File: src/rtl/led_fade_pwm.sv
// LED fade/PWM stage: ramps brightness toward led_in ? level_max : 0 and renders it as PWM.
// Optional LED_FADE_GAMMA_EN squares the level (gamma ~2) before the PWM compare.
module led_fade_pwm #(
  parameter int PWM_BITS    = 8,
  parameter int STEP_CYCLES = 16
) (
  input  logic                clk,
  input  logic                reset,
  output logic                reset__ack,
  input  logic                led_in,
  input  logic [PWM_BITS-1:0] level_max,
  output logic                led,
  output logic [PWM_BITS-1:0] level,
  output logic                busy
);

  localparam int TW = (STEP_CYCLES > 1) ? $clog2(STEP_CYCLES) : 1;
  localparam logic [TW-1:0]       T_LAST = TW'(STEP_CYCLES - 1);
  localparam logic [TW-1:0]       T_ONE  = TW'(1);
  localparam logic [PWM_BITS-1:0] ONE    = PWM_BITS'(1);

  typedef enum logic [1:0] {OFF, UP, ON, DOWN} state_e;

  state_e              state_q, state_d;
  logic [PWM_BITS-1:0] level_q, level_d;
  logic [PWM_BITS-1:0] pwm_cnt_q, pwm_cnt_d;
  logic [TW-1:0]       timer_q, timer_d;
  logic                led_q, led_d;
  logic                busy_q, busy_d;
  logic                reset_ack_q;
  logic [PWM_BITS-1:0] target, duty;
  logic                expire;

  assign target = led_in ? level_max : '0;
  assign expire = (timer_q == T_LAST);

  // A direction change always wins over a pending step, so the level never overshoots.
  always_comb begin
    state_d = state_q;
    level_d = level_q;
    unique case (state_q)
      OFF: if (target != '0) state_d = UP;
      UP: begin
        if (target < level_q)       state_d = DOWN;
        else if (target == level_q) state_d = (level_q == '0) ? OFF : ON;
        else if (expire) begin
          level_d = level_q + ONE;
          if (level_q + ONE == target) state_d = ON;
        end
      end
      ON: begin
        if (target > level_q)      state_d = UP;
        else if (target < level_q) state_d = DOWN;
      end
      DOWN: begin
        if (target > level_q)       state_d = UP;
        else if (target == level_q) state_d = (target == '0) ? OFF : ON;
        else if (expire) begin
          level_d = level_q - ONE;
          if (level_q - ONE == target) state_d = (target == '0) ? OFF : ON;
        end
      end
      default: state_d = OFF;
    endcase
  end

  always_comb begin
    timer_d = '0;
    if (state_d == state_q && (state_q == UP || state_q == DOWN) && !expire)
      timer_d = timer_q + T_ONE;
  end

`ifdef LED_FADE_GAMMA_EN
  logic [2*PWM_BITS-1:0] sq;
  assign sq   = {{PWM_BITS{1'b0}}, level_q} * {{PWM_BITS{1'b0}}, level_q};
  assign duty = sq[2*PWM_BITS-1:PWM_BITS];
`else
  assign duty = level_q;
`endif

  assign pwm_cnt_d = pwm_cnt_q + ONE;
  assign led_d     = (pwm_cnt_q < duty);
  assign busy_d    = (state_d == UP) || (state_d == DOWN);

  always_ff @(posedge clk) begin
    if (reset) begin
      state_q     <= OFF;
      level_q     <= '0;
      pwm_cnt_q   <= '0;
      timer_q     <= '0;
      led_q       <= 1'b0;
      busy_q      <= 1'b0;
      reset_ack_q <= 1'b1;
    end else begin
      state_q     <= state_d;
      level_q     <= level_d;
      pwm_cnt_q   <= pwm_cnt_d;
      timer_q     <= timer_d;
      led_q       <= led_d;
      busy_q      <= busy_d;
      reset_ack_q <= 1'b0;
    end
  end

  assign reset__ack = reset_ack_q;
  assign led        = led_q;
  assign level      = level_q;
  assign busy       = busy_q;

endmodule

File: config.mk
export PLATFORM = sky130hd
export DESIGN_NAME = led_fade_pwm
export DESIGN_NICKNAME = d
export VERILOG_FILES = /design/src/rtl/led_fade_pwm.sv
export SDC_FILE = /design/constraint.sdc
export NUM_CORES = 1
export LEC_CHECK = 0
export CAP_MARGIN = 15
export CORE_MARGIN = 8
export CORE_UTILIZATION = 55
export CTS_BUF_LIST = sky130_fd_sc_hd__clkbuf_16
export DETAILED_ROUTE_END_ITERATION = 7
export GPL_ROUTABILITY_DRIVEN = 0
export PLACE_DENSITY = 0.86
export SYNTH_ARGS = -nofsm -noshare
export SYNTH_HDL_FRONTEND = slang
export SYNTH_SLANG_ARGS = --single-unit
File: constraint.sdc
create_clock -name clk -period 9.2 [get_ports clk]
set_clock_uncertainty 0.15 [all_clocks]
set_input_delay 2.76 -clock clk [delete_from_list [all_inputs] [get_ports clk]]
set_output_delay 2.76 -clock clk [all_outputs]
set_load 0.005 [all_outputs]
==> metrics.txt <==
busiest grt layer met2; Post-DP HPWL 3.513 mm; Synth Register Bits 24; CP Data Required Time 9210 ps; Layout fillers 295; top cells by count, synth dfxtp_1 (24), nor2_1 (24), ha_1 (20), xnor2_1 (16), nand3_1 (12); Die Y 76.07 µm; CP startpoint kind input pin; worst path cell trace clkdlybuf4s50_1 > and2_1 > ha_1 > a21oi_1 > a21boi_0 > or2_2 > nor3_1 > or3b_2 > a22oi_2 > nor4b_1; top post-synthesis cells by area dfxtp_1 (24%), ha_1 (13%), xnor2_1 (7.1%); antenna violations before repair 0; DR vias 1786; RSZ-0062 raised after global routing false; Mapped Area 0.001984 mm²; core area 0.003551 mm²; Multi-input gate area 0.001413 mm²; total negative slack 0 ps; Synth Area in Compound Gates 16.46%; Async SR Flop Fraction 0%; CP max stage delay 690 ps; clk buf depth 2; TritonCTS clock tree done; Reg2Reg Launch Point level[4]$_SDFFE_PP0P_; Achievable Freq 0.1709 GHz; Power per Cell Area 110.4 mW/mm²; die area 0.005786 mm²; hold_buf cts 0; Main synth FF type dfxtp_1; TritonCTS Buffers 3; Synth top area share 24.21%; CTS resizes 0; GRT met3 Usage 2.594%; Synth Area in Adders 12.61%; Hold Path Depth 1; first-pass GRT wire length 7.921 mm; IO Count 22; WL per Instance 15.93 µm; post-route ant nets 0; Total GRT Usage 15.71%; n_diodes 0; largest family of logic cells by synthesized area simple AND/OR/NAND/NOR gates; Max FO, Critical Path 13; drt pass-1 iters 4; share of cells above drive strength 1 4.839%; Die Wd 76.07 µm; Leakage 0.8332 nW; Slew Limit Fails 0; Worst path depth 10; leading area contributor after synthesis dfxtp_1; EDFF count, synth 0; PnR worst setup slack 3349 ps; Root Buffer clkbuf_16; Total Power 0.0002516 W; part of the cycle the worst path needs 63.59%; Global Route met2 Usage 26.56%; Setup Buffers After CTS 0; post-synthesis cell count 236; Worst Setup EP timer_q[3]$_SDFF_PP0_; Seq/Total Area, Yosys 24.21%; vias in the first global route 1655; multiplexer area fraction after synthesis 0.5044%; Reg clk slew, reported paths 60 ps; Reg2Reg Depth 8; Worst path slowest cell clkdlybuf4s50_1; Syn. warnings 0; Crit. Startpoint led_in; Non-Filler Instances 296; storage element area 480.5 µm²; CP endpoint kind flip-flop; DR vias/cell 6.034; Buf/Inv on CP 1; post-synthesis simple-gate area fraction 26.92%; clock insertion delay at the later pin of the skew report 260 ps; max cap viols 0; Post-Synth XOR/XNOR Area 14.69%; largest net degree at the start of global routing 25; CTS sink cnt 24; Top Family by Delay on Critical Path simple AND/OR/NAND/NOR gates; hold path startpoint pwm_cnt_q[0]$_SDFF_PP0_; fin crit period 5851 ps; crit path DAT 5860 ps; Syn-to-layout area delta 14.88%; effective utilization at floorplan 55.88%; R2R Path End level[6]$_SDFFE_PP0P_; fin nets 280; Max VDD drop 99.05 µV; placed cells 292; H-Tree Level Count 1; grt total ovfl 0; Final Hold Viols 0; hold crit path type reg2reg; PortBufs 21; reg2reg setup slack 6160 ps; post-synth cell types 52; Post-route DRC 0; CP Class in2reg; post-synthesis net count 267; drt total wl 4.714 mm; outcome complete, no violations; met1 Use GR 19.83%; Setup Viol. Count Final 0; Starting DRT DRC Count 110; row count 22; Slew @ Worst Pin 938.0 ps; worst rel slew slack 37.27%; Synth Area per Inst 8.408 µm²; DP Worst Slack 3100 ps
[power breakdown]
part           switching (W)  internal, W
clock              0.0000363    0.0000581
combinational      0.0000234    0.0000229
sequential        0.00000386     0.000107
[kinds of logic (layout without fill, tap and decap cells)]
family                     Yosys count  count (layout)
and+or+nand+nor                     98              98
AOI/OAI and AO/OA                   43              43
xor gates and xnor gates            27              27
DFF                                 24              24
buffers and inverters               23              35
adders and majority gates           20              20
muxes                                1               1
[cells in the final DEF (no fill, tap or decap), types with 3 or more instances in the layout]
cell type	netlist	final
nor2_1	24	24
nand4_1	5	5
inv_1	10	10
xor2_1	7	7
dfxtp_1	24	24
and2_1	5	5
nor3_1	9	9
a21oi_1	9	9
xnor3_1	4	4
a21boi_0	3	3
clkdlybuf4s50_1	0	21
nand2_1	11	11
or3b_2	3	3
o211ai_1	3	3
nand3b_1	3	3
nand3_1	12	12
nor4b_1	3	3
a22oi_1	3	3
xnor2_1	16	16
and3_1	3	3
ha_1	20	20
clkbuf_16	0	3
a21o_1	6	6
a2111oi_0	3	3
nor4_1	6	6
[area by class of cell]
type                            count  area share [%]
Clock buffer                        3           3.293
Clock inverter                      1          0.1647
Inverter                           10           1.647
Multi-Input combinational cell    189           61.96
Sequential cell                    24           21.08
Tap cell                           48           2.634
Timing Repair Buffer               21           9.221
[how the worst min path moves through the flow]
| stage | end | slack, ps |
|---|---|---|
| after floorplan | pwm_cnt_q[0]$_SDFF_PP0_ | 270 |
| after global placement | pwm_cnt_q[0]$_SDFF_PP0_ | 280 |
| after detailed placement | pwm_cnt_q[0]$_SDFF_PP0_ | 300 |
| after CTS | pwm_cnt_q[0]$_SDFF_PP0_ | 310 |
| after global routing | pwm_cnt_q[0]$_SDFF_PP0_ | 330 |
| final | pwm_cnt_q[0]$_SDFF_PP0_ | 300 |
[per-stage QoR]
stage,hold slack (ps),util (%),cell area [µm²]
floorplan,270.6,-,1984
global placement,284.8,61.98,2201
detailed placement,296.8,61.98,2201
CTS,311.4,64.20,2280
global route,326.6,64.20,2280
finish,304.1,64.20,2280
[state kept, by name, indices dropped and copies added, names as in the netlist]
signal and cells:
level 8, pwm_cnt_q 8, timer_q 4, state_q 2, led 1, reset__ack 1
[per-layer routing]
layer	up-vias	part of all wire, %
met5	-	0
met4	0	1.5
met3	7	5.6
met2	59	46
met1	842	47
li1	878	-
Power figures use the tool's default switching activity.
==> RTL change (same settings) <==
Encoding of `state_e`: now one-hot (4 bits for 4 states).
--- a/src/rtl/led_fade_pwm.sv
+++ b/src/rtl/led_fade_pwm.sv
@@ -20,5 +20,5 @@
   localparam logic [PWM_BITS-1:0] ONE    = PWM_BITS'(1);
 
-  typedef enum logic [1:0] {OFF, UP, ON, DOWN} state_e;
+  typedef enum logic [3:0] {OFF = 4'b0001, UP = 4'b0010, ON = 4'b0100, DOWN = 4'b1000} state_e;
 
   state_e              state_q, state_d;
Check against the original RTL: no difference found for any inputs over 10 cycles, from zero or initial values and one cycle with reset high; not proved beyond that.
==> RTL change against the original RTL <==
  * Final area increased by 6.6%
  * Fmax increased by 8.1%
  * Worst setup slack improved by 0.44 ns
  * Power increased by 4.4%
  * Die area rose by 5.7%
  * Sequential cell count grew 3
  * Area after synthesis up 7.3%
  * Wire length grew 6.1%
  * Critical endpoint is now state_q[2]$_SDFF_PP0_
  * Largest cell class unchanged
==> RTL change: results (changes against the original RTL) <==
[critical_path]
critPathMaxFanout=11  ; was 13
critPathSlowestCell=clkdlybuf4s50_1  ; unchanged
crit_family=simple AND/OR/NAND/NOR gates  ; unchanged
slowest_delay_ns=0.55  ; was 0.69 ns
arrival_ns=5.42  ; was 5.86 ns

[cells_and_area]
layout-drive-gt1-share=0.0577  ; was 0.0484
diodes=0  ; unchanged
nFillCells=330  ; was 295
nets=291  ; was 280

[global_route]
gr-total-overflow=0  ; unchanged
grt_usage=0.166  ; was 0.157
grt_pass1_wl_mm=8.49  ; was 7.92 mm
use_met3=0.0478  ; was 0.0259
use_met2=0.277  ; was 0.266
use_met1=0.196  ; was 0.198
grt_max_degree=27  ; was 25
antenna_found_initial=0  ; unchanged
grt_pass1_vias=1905  ; was 1655

[pwr]
power.clock.fraction=0.381  ; was 0.375
clock_power_mw=0.100  ; was 0.0944 mW
p_int_mw=0.199  ; was 0.188 mW
seq_power_mw=0.123  ; was 0.111 mW
ir_worst_vdd_mv=0.0981  ; was 0.0991 mV
p_leak_nw=0.930  ; was 0.833 nW

[yosys]
synth_fa_ha_area_frac=0.112  ; was 0.126
synth-xor-area-share=0.158  ; was 0.147
ys_top_cells_by_area=dfxtp_1 25%, ha_1 11%, xnor2_1 7.0%  ; was dfxtp_1 24%, ha_1 13%, xnor2_1 7.1%
synth_mux_area_frac=0.00999  ; was 0.00504
synth_nets=276  ; was 267
synth-compound-area-share=0.147  ; was 0.165
ys_types=53  ; was 52
synth_top_cells_by_count=27 x dfxtp_1, 26 x nor2_1, 19 x ha_1  ; was 24 x dfxtp_1, 24 x nor2_1, 20 x ha_1
ys_seq_area_frac=0.254  ; was 0.242

[cts]
clkTransAtPathRegs_ns=0.07
cts_buffers=3  ; unchanged
h-tree-depth=1  ; unchanged

[placed_design]
portBuffers=21  ; unchanged
hpwl_mm=3.94  ; was 3.51 mm
dpl_cell_area_um2=2350  ; was 2200 um^2

[detailed_routing]
dr_wl_met2_mm=2.41  ; was 2.18 mm
vias=1869  ; was 1786
m1WireLength_mm=2.18  ; was 2.20 mm
routed.top_layer=met4  ; unchanged
dr.pass1.iters=4  ; unchanged
dr_wl_met3_um=368  ; was 264 um
dr.first_iter.drc_count=172  ; was 110
finalWirelength_mm=5.00  ; was 4.71 mm

[sta]
worst_pin_slew_ns=0.903  ; was 0.938 ns

[hold_path]
min_path_type=flip-flop to flip-flop  ; unchanged

[outcome]
status=finished clean  ; unchanged

[RTL change: cell count changes after synthesis, moves of 3 or more]
cell | before | now
nor3_1 | 9 | 5
a21boi_0 | 3 | 0
a221oi_1 | 0 | 4
o21ai_0 | 0 | 4
nor4b_1 | 3 | 0
dfxtp_1 | 24 | 27
nand2b_1 | 2 | 6
or3b_2 | 3 | 0
a2111oi_0 | 3 | 0
a22oi_1 | 3 | 0
and3_1 | 3 | 6
inv_1 | 10 | 13
[RTL change: path summary, 6_finish.rpt]
check                          startpoint                       to  slack (ns)  cells after the start
setup / recovery                   led_in    state_q[2]$_SDFF_PP0_        3.79                      9
hold / removal    pwm_cnt_q[0]$_SDFF_PP0_  pwm_cnt_q[0]$_SDFF_PP0_        0.31                      1
setup reg to reg    level[4]$_SDFFE_PP0P_    state_q[2]$_SDFF_PP0_        6.20                      8
hold reg to reg   pwm_cnt_q[0]$_SDFF_PP0_  pwm_cnt_q[0]$_SDFF_PP0_        0.31                      1
[RTL change: through the flow]
| step | worst slack [ns] | utilization | cells |
|---|---|---|---|
| after floorplan | 4.22 | - | 246 |
| after global placement | 3.65 | 0.636 | 304 |
| after detailed placement | 3.57 | 0.636 | 304 |
| after CTS | 3.84 | 0.659 | 308 |
| after global routing | 3.60 | 0.659 | 308 |
| final | 3.79 | 0.659 | 308 |
[RTL change: final cells by class]
type / count / area, um^2 / share of cell area
Multi-Input combinational cell: 195 / 1490 / 0.612
Sequential cell: 27 / 541 / 0.222
Timing Repair Buffer: 21 / 210 / 0.0865
Clock buffer: 3 / 75.1 / 0.0309
Tap cell: 48 / 60.1 / 0.0247
Inverter: 13 / 48.8 / 0.0201
Clock inverter: 1 / 7.51 / 0.00309
